**src/rtl/burst_reader.sv**
```systemverilog
// burst_reader: streams PSRAM bytes to the debug bus, one byte per strobe, via a burst line buffer
//
// Ports:
//   i_clk                 system clock (memory controller clk_out domain)
//   i_sys_resetn          synchronous active-low reset
//   i_ptr_reset           pulse: address/byte pointer to 0, buffer invalidated, flags cleared
//   i_strobe              pulse: request next byte
//   o_data                returned byte, meaningful while o_data_valid=1, held otherwise
//   o_data_valid          one-cycle pulse per served byte
//   o_busy                high while a fetch or drain is in progress
//   o_error               sticky: a fetch timed out
//   o_overrun             sticky: a strobe arrived while busy and was dropped
//   o_mem_addr            burst start address (16-bit word addressing)
//   o_mem_cmd             command type, always read (0)
//   o_mem_cmd_en          one-cycle command pulse, issued in the cycle i_mem_ready is seen
//   i_mem_ready           controller/arbiter can accept a command
//   i_mem_rd_data         read beat, little-endian bytes
//   i_mem_rd_data_valid   beat qualifier
module burst_reader #(
    parameter int BEATS     = 4,
    parameter int ADDR_STEP = 16,
    parameter int TIMEOUT   = 63
) (
    input  logic        i_clk,
    input  logic        i_sys_resetn,
    input  logic        i_ptr_reset,
    input  logic        i_strobe,
    output logic [7:0]  o_data,
    output logic        o_data_valid,
    output logic        o_busy,
    output logic        o_error,
    output logic        o_overrun,
    output logic [20:0] o_mem_addr,
    output logic        o_mem_cmd,
    output logic        o_mem_cmd_en,
    input  logic        i_mem_ready,
    input  logic [63:0] i_mem_rd_data,
    input  logic        i_mem_rd_data_valid
);
    localparam int NBYTES = 8 * BEATS;
    localparam int IW     = $clog2(NBYTES);
    localparam int BW     = IW - 3;
    localparam int TW     = $clog2(TIMEOUT + 1);
    localparam logic [IW-1:0] LAST_IDX  = IW'(NBYTES - 1);
    localparam logic [BW-1:0] LAST_BEAT = BW'(BEATS - 1);
    localparam logic [TW-1:0] TMO_LAST  = TW'(TIMEOUT - 1);

    typedef enum logic [1:0] {S_IDLE, S_REQ, S_WAIT, S_DRAIN} state_t;

    state_t                 r_state;
    state_t                 w_next;
    logic [NBYTES-1:0][7:0] r_buf;
    logic [IW-1:0]          r_idx;
    logic [BW-1:0]          r_beat_cnt;
    logic [TW-1:0]          r_tmo;
    logic                   r_buf_valid;
    logic [7:0]             r_data;
    logic                   r_data_valid;
    logic                   r_error;
    logic                   r_overrun;
    logic [20:0]            r_mem_addr;
    logic                   w_idle_req;
    logic                   w_hit;
    logic                   w_miss;
    logic                   w_in_fetch;
    logic                   w_last_beat;
    logic                   w_tmo_hit;
    logic [7:0]             w_byte0;

    // A strobe coinciding with ptr_reset is swallowed entirely.
    assign w_idle_req  = (r_state == S_IDLE) && i_strobe && !i_ptr_reset;
    assign w_hit       = w_idle_req && r_buf_valid;
    assign w_miss      = w_idle_req && !r_buf_valid;
    assign w_in_fetch  = (r_state == S_WAIT) || (r_state == S_DRAIN);
    assign w_last_beat = i_mem_rd_data_valid && (r_beat_cnt == LAST_BEAT);
    assign w_tmo_hit   = !i_mem_rd_data_valid && (r_tmo == TMO_LAST);
    // Byte 0 of the burst lives in beat 0, which is only still on the bus for single-beat bursts.
    assign w_byte0     = (r_beat_cnt == '0) ? i_mem_rd_data[7:0] : r_buf[0];

    assign o_data       = r_data;
    assign o_data_valid = r_data_valid;
    assign o_busy       = (r_state != S_IDLE);
    assign o_error      = r_error;
    assign o_overrun    = r_overrun;
    assign o_mem_addr   = r_mem_addr;
    assign o_mem_cmd    = 1'b0;
    assign o_mem_cmd_en = (r_state == S_REQ) && i_mem_ready && !i_ptr_reset;

    always_ff @(posedge i_clk) begin
        if (!i_sys_resetn)
            r_state <= S_IDLE;
        else
            r_state <= w_next;
    end

    always_comb begin
        w_next = r_state;
        case (r_state)
            S_IDLE:  w_next = w_miss ? S_REQ : S_IDLE;
            S_REQ:   w_next = i_ptr_reset ? S_IDLE : (i_mem_ready ? S_WAIT : S_REQ);
            // ptr_reset mid-fetch must still absorb the outstanding beats, unless this was the last one.
            S_WAIT:  w_next = (w_last_beat || w_tmo_hit) ? S_IDLE : (i_ptr_reset ? S_DRAIN : S_WAIT);
            S_DRAIN: w_next = (w_last_beat || w_tmo_hit) ? S_IDLE : S_DRAIN;
            default: w_next = S_IDLE;
        endcase
    end

    // Line buffer has no reset: r_buf_valid guards every read.
    always_ff @(posedge i_clk) begin
        if (r_state == S_WAIT && i_mem_rd_data_valid && !i_ptr_reset) begin
            for (int k = 0; k < 8; k++)
                r_buf[{r_beat_cnt, 3'(k)}] <= i_mem_rd_data[8*k +: 8];
        end
    end

    always_ff @(posedge i_clk) begin
        if (!i_sys_resetn) begin
            r_data       <= '0;
            r_data_valid <= 1'b0;
            r_error      <= 1'b0;
            r_overrun    <= 1'b0;
            r_mem_addr   <= '0;
            r_idx        <= '0;
            r_buf_valid  <= 1'b0;
            r_beat_cnt   <= '0;
            r_tmo        <= '0;
        end else begin
            r_data_valid <= 1'b0;
            r_tmo        <= (w_in_fetch && !i_mem_rd_data_valid) ? r_tmo + 1'b1 : '0;
            // The beat count survives ptr_reset so a drain knows how many beats are still owed.
            r_beat_cnt   <= (!w_in_fetch || w_last_beat) ? '0 :
                            i_mem_rd_data_valid ? r_beat_cnt + 1'b1 : r_beat_cnt;
            if (i_ptr_reset) begin
                r_mem_addr  <= '0;
                r_idx       <= '0;
                r_buf_valid <= 1'b0;
                r_error     <= 1'b0;
                r_overrun   <= 1'b0;
            end else begin
                if (i_strobe && r_state != S_IDLE)
                    r_overrun <= 1'b1;
                if (w_hit) begin
                    r_data       <= r_buf[r_idx];
                    r_data_valid <= 1'b1;
                    r_idx        <= (r_idx == LAST_IDX) ? '0 : r_idx + 1'b1;
                    if (r_idx == LAST_IDX) begin
                        r_buf_valid <= 1'b0;
                        r_mem_addr  <= r_mem_addr + 21'(ADDR_STEP);
                    end
                end
                // The strobe that caused the miss is answered with byte 0 of the fresh line.
                if (r_state == S_WAIT && w_last_beat) begin
                    r_data       <= w_byte0;
                    r_data_valid <= 1'b1;
                    r_idx        <= IW'(1);
                    r_buf_valid  <= 1'b1;
                end
                if (r_state == S_WAIT && w_tmo_hit) begin
                    r_error     <= 1'b1;
                    r_buf_valid <= 1'b0;
                end
            end
        end
    end
endmodule

```
**config.mk**
```make
export PLATFORM = sky130hd
export DESIGN_NAME = burst_reader
export DESIGN_NICKNAME = d
export VERILOG_FILES = /design/src/rtl/burst_reader.sv
export SDC_FILE = /design/constraint.sdc
export NUM_CORES = 1
export LEC_CHECK = 0
export BUFFER_PORTS_ARGS = -buffer_cell sky130_fd_sc_hd__buf_4
export CAP_MARGIN = 20
export CORE_MARGIN = 2
export CORE_UTILIZATION = 66
export CTS_BUF_LIST = sky130_fd_sc_hd__clkbuf_8
export DETAILED_ROUTE_END_ITERATION = 12
export PLACE_DENSITY = 0.85
export SLEW_MARGIN = 40
export SYNTH_ARGS = -nofsm -noshare
export SYNTH_HDL_FRONTEND = slang
export SYNTH_SLANG_ARGS = --single-unit
```
**constraint.sdc**
```tcl
create_clock -name i_clk -period 11 [get_ports i_clk]
set_clock_uncertainty 0.05 [all_clocks]
set_input_delay 1.1 -clock i_clk [delete_from_list [all_inputs] [get_ports i_clk]]
set_output_delay 1.1 -clock i_clk [all_outputs]
set_load 0.005 [all_outputs]
```
Yosys cells after proc, flatten, opt, wreduce, memory -nomap -nowiden
Cells that the tools add are included.
Widths: inputs -> output; s select.
{"block": "classes", "n_addsub": 4, "magnitude_cmp": 17, "bitwise": 2, "reduce_logical": 42, "eq_ne": 6, "n_mux": 44}
{"operator": "$bwmux 256", "n": 8}
{"operator": "$demux 8 s2", "n": 8}
{"operator": "$mux 8", "n": 12}
{"operator": "$lt 5x6->1 const B", "n": 9}
{"operator": "$bmux 8 s5", "n": 1}
{"operator": "$ge 5x1->1 const B", "n": 8}
{"operator": "$logic_and 1x1->1", "n": 22}
{"operator": "$add 21x5->21 const B", "n": 1}
{"operator": "$mux 1", "n": 9}
{"operator": "$mux 2", "n": 4}
{"operator": "$pmux 2 s4", "n": 1}
{"operator": "$reduce_and 2->1", "n": 4}
{"operator": "$add 6x1->6 const B", "n": 1}
{"operator": "$eq 2x2->1 const B", "n": 3}
{"operator": "$eq 6x6->1 const B", "n": 1}
{"operator": "$reduce_bool 2->1", "n": 3}
{"operator": "$reduce_or 3->1", "n": 2}
{"operator": "$add 5x1->5 const B", "n": 1}
{"operator": "$eq 5x5->1 const B", "n": 1}
{"operator": "$mux 5", "n": 1}
{"operator": "$logic_not 1->1", "n": 4}
{"operator": "$logic_not 2->1", "n": 2}
{"operator": "$reduce_or 2->1", "n": 2}
{"operator": "$logic_or 1x1->1", "n": 3}
{"operator": "other kinds (3)", "n": 4}
{"block": "totals", "input_bits": 70, "elab_cells": 158, "ff_bits": 304, "out_inout_bits": 35}

Longest topological paths before layout
{"block": "logic_depth", "word_depth": 12, "ltp_mapped": 12}

Worst setup path before layout
OpenSTA, ideal clock, no wires.
{"block": "synth_path", "path_type": "input to register", "startpoint": "input port i_mem_rd_data_valid", "endpoint": "register r_data[6] (netlist: o_data[6])", "required_time_ns": 10.830, "path_stages": 6, "setup_slack_ns": 5.480, "t_arrival_ns": 5.350, "path_cell_list": "clkbuf_1 > nand4b_1 > nor2_1 > nor2_1 > o2bb2ai_1 > a211o_1"}
{"block": "synth_between", "elab_chain_len": 4, "elab_cells_between_ends": 5}
{"item": "start, declared", "line": "38", "rtl": "input logic i_mem_rd_data_valid"}
{"item": "$logic_and 1x1->1 (*)", "line": "75", "rtl": "assign w_last_beat = i_mem_rd_data_valid && (r_beat_cnt == LAST_BEAT);"}
{"item": "$logic_and 1x1->1 (*)", "line": "152", "rtl": "if (r_state == S_WAIT && w_last_beat) begin"}
{"item": "$reduce_bool 2->1 (no source line)"}
{"item": "$reduce_and 2->1 (no source line)"}
{"item": "end signal, assigned", "line": "143", "rtl": "r_data <= r_buf[r_idx];"}
{"item": "end signal, assigned", "line": "153", "rtl": "r_data <= w_byte0;"}
{"item": "end, declared", "line": "57", "rtl": "logic [7:0] r_data;"}
Every way passes the cells marked *; elsewhere a longest branch is shown, timed or not.
A chain may end at the register's enable or synchronous reset.

Worst setup path in the final report
{"block": "layout_path", "startpoint": "register r_beat_cnt[0]", "endpoint": "register r_data[6] (netlist: o_data[6])"}
{"block": "layout_between", "elab_chain_len": 5, "elab_cells_between_ends": 8}
{"item": "start, declared", "line": "54", "rtl": "logic [BW-1:0] r_beat_cnt;"}
{"item": "start signal, assigned", "line": "131", "rtl": "r_beat_cnt <= (!w_in_fetch || w_last_beat) ? '0 :"}
{"item": "$eq 2x2->1", "line": "75"}
{"item": "$logic_and 1x1->1", "line": "75"}
{"item": "$logic_and 1x1->1", "line": "152"}
{"item": "$reduce_bool 2->1 (no source line)"}
{"item": "$reduce_and 2->1 (no source line)"}
Parallel ways exist; a longest one is shown, timed or not.

==> impl_metrics.py <==
metrics = {
    "min_path": {
        "whs_path_depth": 1,
        "hold_class": "reg -> reg",
    },
    "cts": {
        "cts_resized": 0,
        "numCtsBuffers": 46,
        "cts_root_buffer": "clkbuf_8",
        "ctsHoldBuffers": 0,
        "postCtsSetupRepairBufs": 0,
        "cts_buffer_depth": 3,
        "clk_pin_slew_ns": 0.06,
        "htreeDepth": 2,
        "cts_tree": "done",
        "clk_latency_ns": 0.58,
        "cts_sinks": 300,
    },
    "sta": {
        "hold_viol": 0,
        "setup_violations": 0,
        "tightest_slew_ns": 0.763,
        "setup_tns_ns": 0,
        "slew_headroom_pct": 49.1,
        "setup_slack_ns": 7.23,
        "fin_crit_ns": 3.77,
        "fmax_ghz": 0.266,
        "post-route-period-util_pct": 34.2,
        "final_max_slew_viol_count": 0,
        "rsz0062_at_grt": "no",
    },
    "layout": {
        "area_growth_pct": 14.0,
        "fin_nets": 918,
        "num_antenna_cells": 0,
        "drive_gt1_share_pct": 28.1,
        "n_fill_cell": 975,
        "fin_area_mm2": 0.0140,
        "fin_cells": 1101,
    },
    "synth": {
        "yosysMostFrequentCell": "edfxtp_1",
        "synth-main-ff-cell": "edfxtp_1",
        "synthArstFlopShare_pct": 0,
        "yosys_warnings": 0,
        "synth_commonest_cells": "edfxtp_1 (256), mux4_2 (58), dfxtp_1 (44), nor2_1 (41), and2_1 (37)",
        "syn_inst": 722,
        "syn_avg_cell_area_um2": 17.0,
        "synth_edf_count": 256,
        "synth-seq-area-share_pct": 70.0,
        "ys_types": 53,
        "netlist.top_cell.by_area": "edfxtp_1",
        "ys_ff_latch": 300,
        "syn_area_mm2": 0.0122,
        "synth.area.top_cells": "edfxtp_1 (63%), mux4_2 (11%), dfxtp_1 (7.2%)",
        "yosys.area.top_type_share_pct": 62.8,
    },
    "setup_path": {
        "crit_arrival_ns": 4.16,
        "cp_max_fo": 51,
        "cp.required_ns": 11.40,
        "setup.worst_path.start_class": "flop",
        "r2r_slack_ns": 7.23,
        "end_kind": "flop",
        "r2r_cells": 7,
        "path_class": "reg -> reg",
    },
    "routing": {
        "routed_wl_um": 25700,
        "vias_per_cell": 6.35,
        "wl_per_cell_um": 23.3,
        "vias": 6994,
        "drc": 0,
        "first_pass_iters": 5,
        "drt_iter0_drc": 573,
        "final_antenna_net_count": 0,
    },
    "placed_design": {
        "pre_cts_ws_ns": 7.14,
        "place_congestion": 0.801,
        "placed_area_mm2": 0.0131,
        "dp.cells": 1020,
        "port_buffers": 99,
        "dpl.hpwl_um": 16200,
    },
    "power_and_ir_drop": {
        "ir_drop_mv": 0.129,
        "p_leak_nw": 4.83,
        "power_mw": 2.09,
        "p_per_area_mw_per_mm2": 150,
    },
    "global_route": {
        "grt_max_degree": 65,
        "grt_pass1_wl_um": 39600,
        "grt_usage_pct": 26.9,
        "grt_pass1_vias": 7219,
        "antenna_found_initial": 0,
        "grt_overflow_total": 0,
    },
    "status": {
        "run_status": "finished, final reports clean",
    },
    "die": {
        "start_util_pct": 67.7,
        "num_rows": 49,
        "core_area_mm2": 0.0181,
        "ios": 105,
        "dieArea_mm2": 0.0197,
        "die_y_um": 140,
        "die_w_um": 140,
    },
    "job": {
        "cap_viol_max_count": 0,
    },
}
[routing by layer]
metal / share of wire, % / up-vias / track usage (%)
li1: - / 3052 / -
met1: 38 / 3530 / 36.2
met2: 50 / 352 / 44.0
met3: 8.2 / 60 / 5.54
met4: 3.0 / 0 / 10.5
met5: 0 / - / 0
[per-stage QoR]
| stage | hold WS (ns) | util (%) |
|---|---|---|
| 6_report | 0.434 | 77.2 |
| 5_1_grt | 0.469 | 77.2 |
| 4_1_cts | 0.440 | 77.1 |
| 3_5_place_dp | 0.432 | 72.6 |
| 3_3_place_gp | 0.391 | 72.6 |
| 2_1_floorplan | 0.380 | - |
[logic make-up (layout without fill, tap and decap cells)]
group,after synthesis,count (layout),share of synthesized area [%]
flip-flops,300,300,70.0
AO/OA/AOI/OAI,71,71,3.86
XOR/XNOR,18,18,1.29
multiplexers,99,99,14.1
adder cells (fa/ha/maj),9,9,0.920
AND/OR/NAND/NOR,170,170,7.59
other,1,5,0.0306
buffers and inverters,54,200,2.28
[worst paths after layout]
path | to | start
hold / removal | r_tmo[0] | r_tmo[0]
setup reg to reg | o_data[6] | r_beat_cnt[0]
setup / recovery | o_data[6] | r_beat_cnt[0]
hold reg to reg | r_tmo[0] | r_tmo[0]
[final cells by class]
| class | instances | area [um^2] | share of cell area [%] |
|---|---|---|---|
| clock buffer | 48 | 661 | 4.73 |
| clock inverter | 33 | 139 | 0.995 |
| inverter | 13 | 48.8 | 0.350 |
| multi-input combinational | 372 | 3440 | 24.6 |
| sequential | 300 | 8570 | 61.4 |
| tap | 229 | 287 | 2.05 |
| timing repair buffer | 106 | 807 | 5.78 |
[power by group]
group	switching [mW]	leakage, nW	internal [mW]	total [mW]
clock	0.410	0.492	0.403	0.813
sequential	0.000490	2.72	1.23	1.23
combinational	0.0237	1.61	0.0200	0.0437
[flip-flops by register name, summed over array words and instances, names as in the netlist]
register and flops:
r_idx 5, o_data 8, r_buf 256, r_tmo 6, o_error 1, r_beat_cnt 2
o_mem_addr 17, r_buf_valid 1, r_state 2, o_overrun 1, o_data_valid 1
[placed cells by master, fill, tap and decap left out, types with 4 or more instances in the layout]
cell type,instances
buf_4,103
nand3_1,14
o2bb2ai_1,4
xnor2_1,14
a221oi_1,4
dfxtp_1,41
a31oi_1,5
nand2_1,31
o221ai_1,5
nor2_1,40
a21oi_1,19
clkinv_1,6
nor2b_1,6
mux2_2,5
mux2i_1,36
xor2_1,4
inv_1,33
or2_2,5
o21ai_0,15
ha_1,8
and2_1,34
mux4_2,58
conb_1,5
nor3_1,8
edfxtp_1,256
nor4_1,6
clkbuf_8,48
[critical path: stages, from the launching register on]
cell and delay [ns]:
dfxtp_1 0.40, ha_1 0.60, nand4b_1 0.65, nor2_4 0.62, buf_4 0.63, nor2_1 0.23, o2bb2ai_1 0.18, a211o_1 0.28
Power figures use the tool's default switching activity.
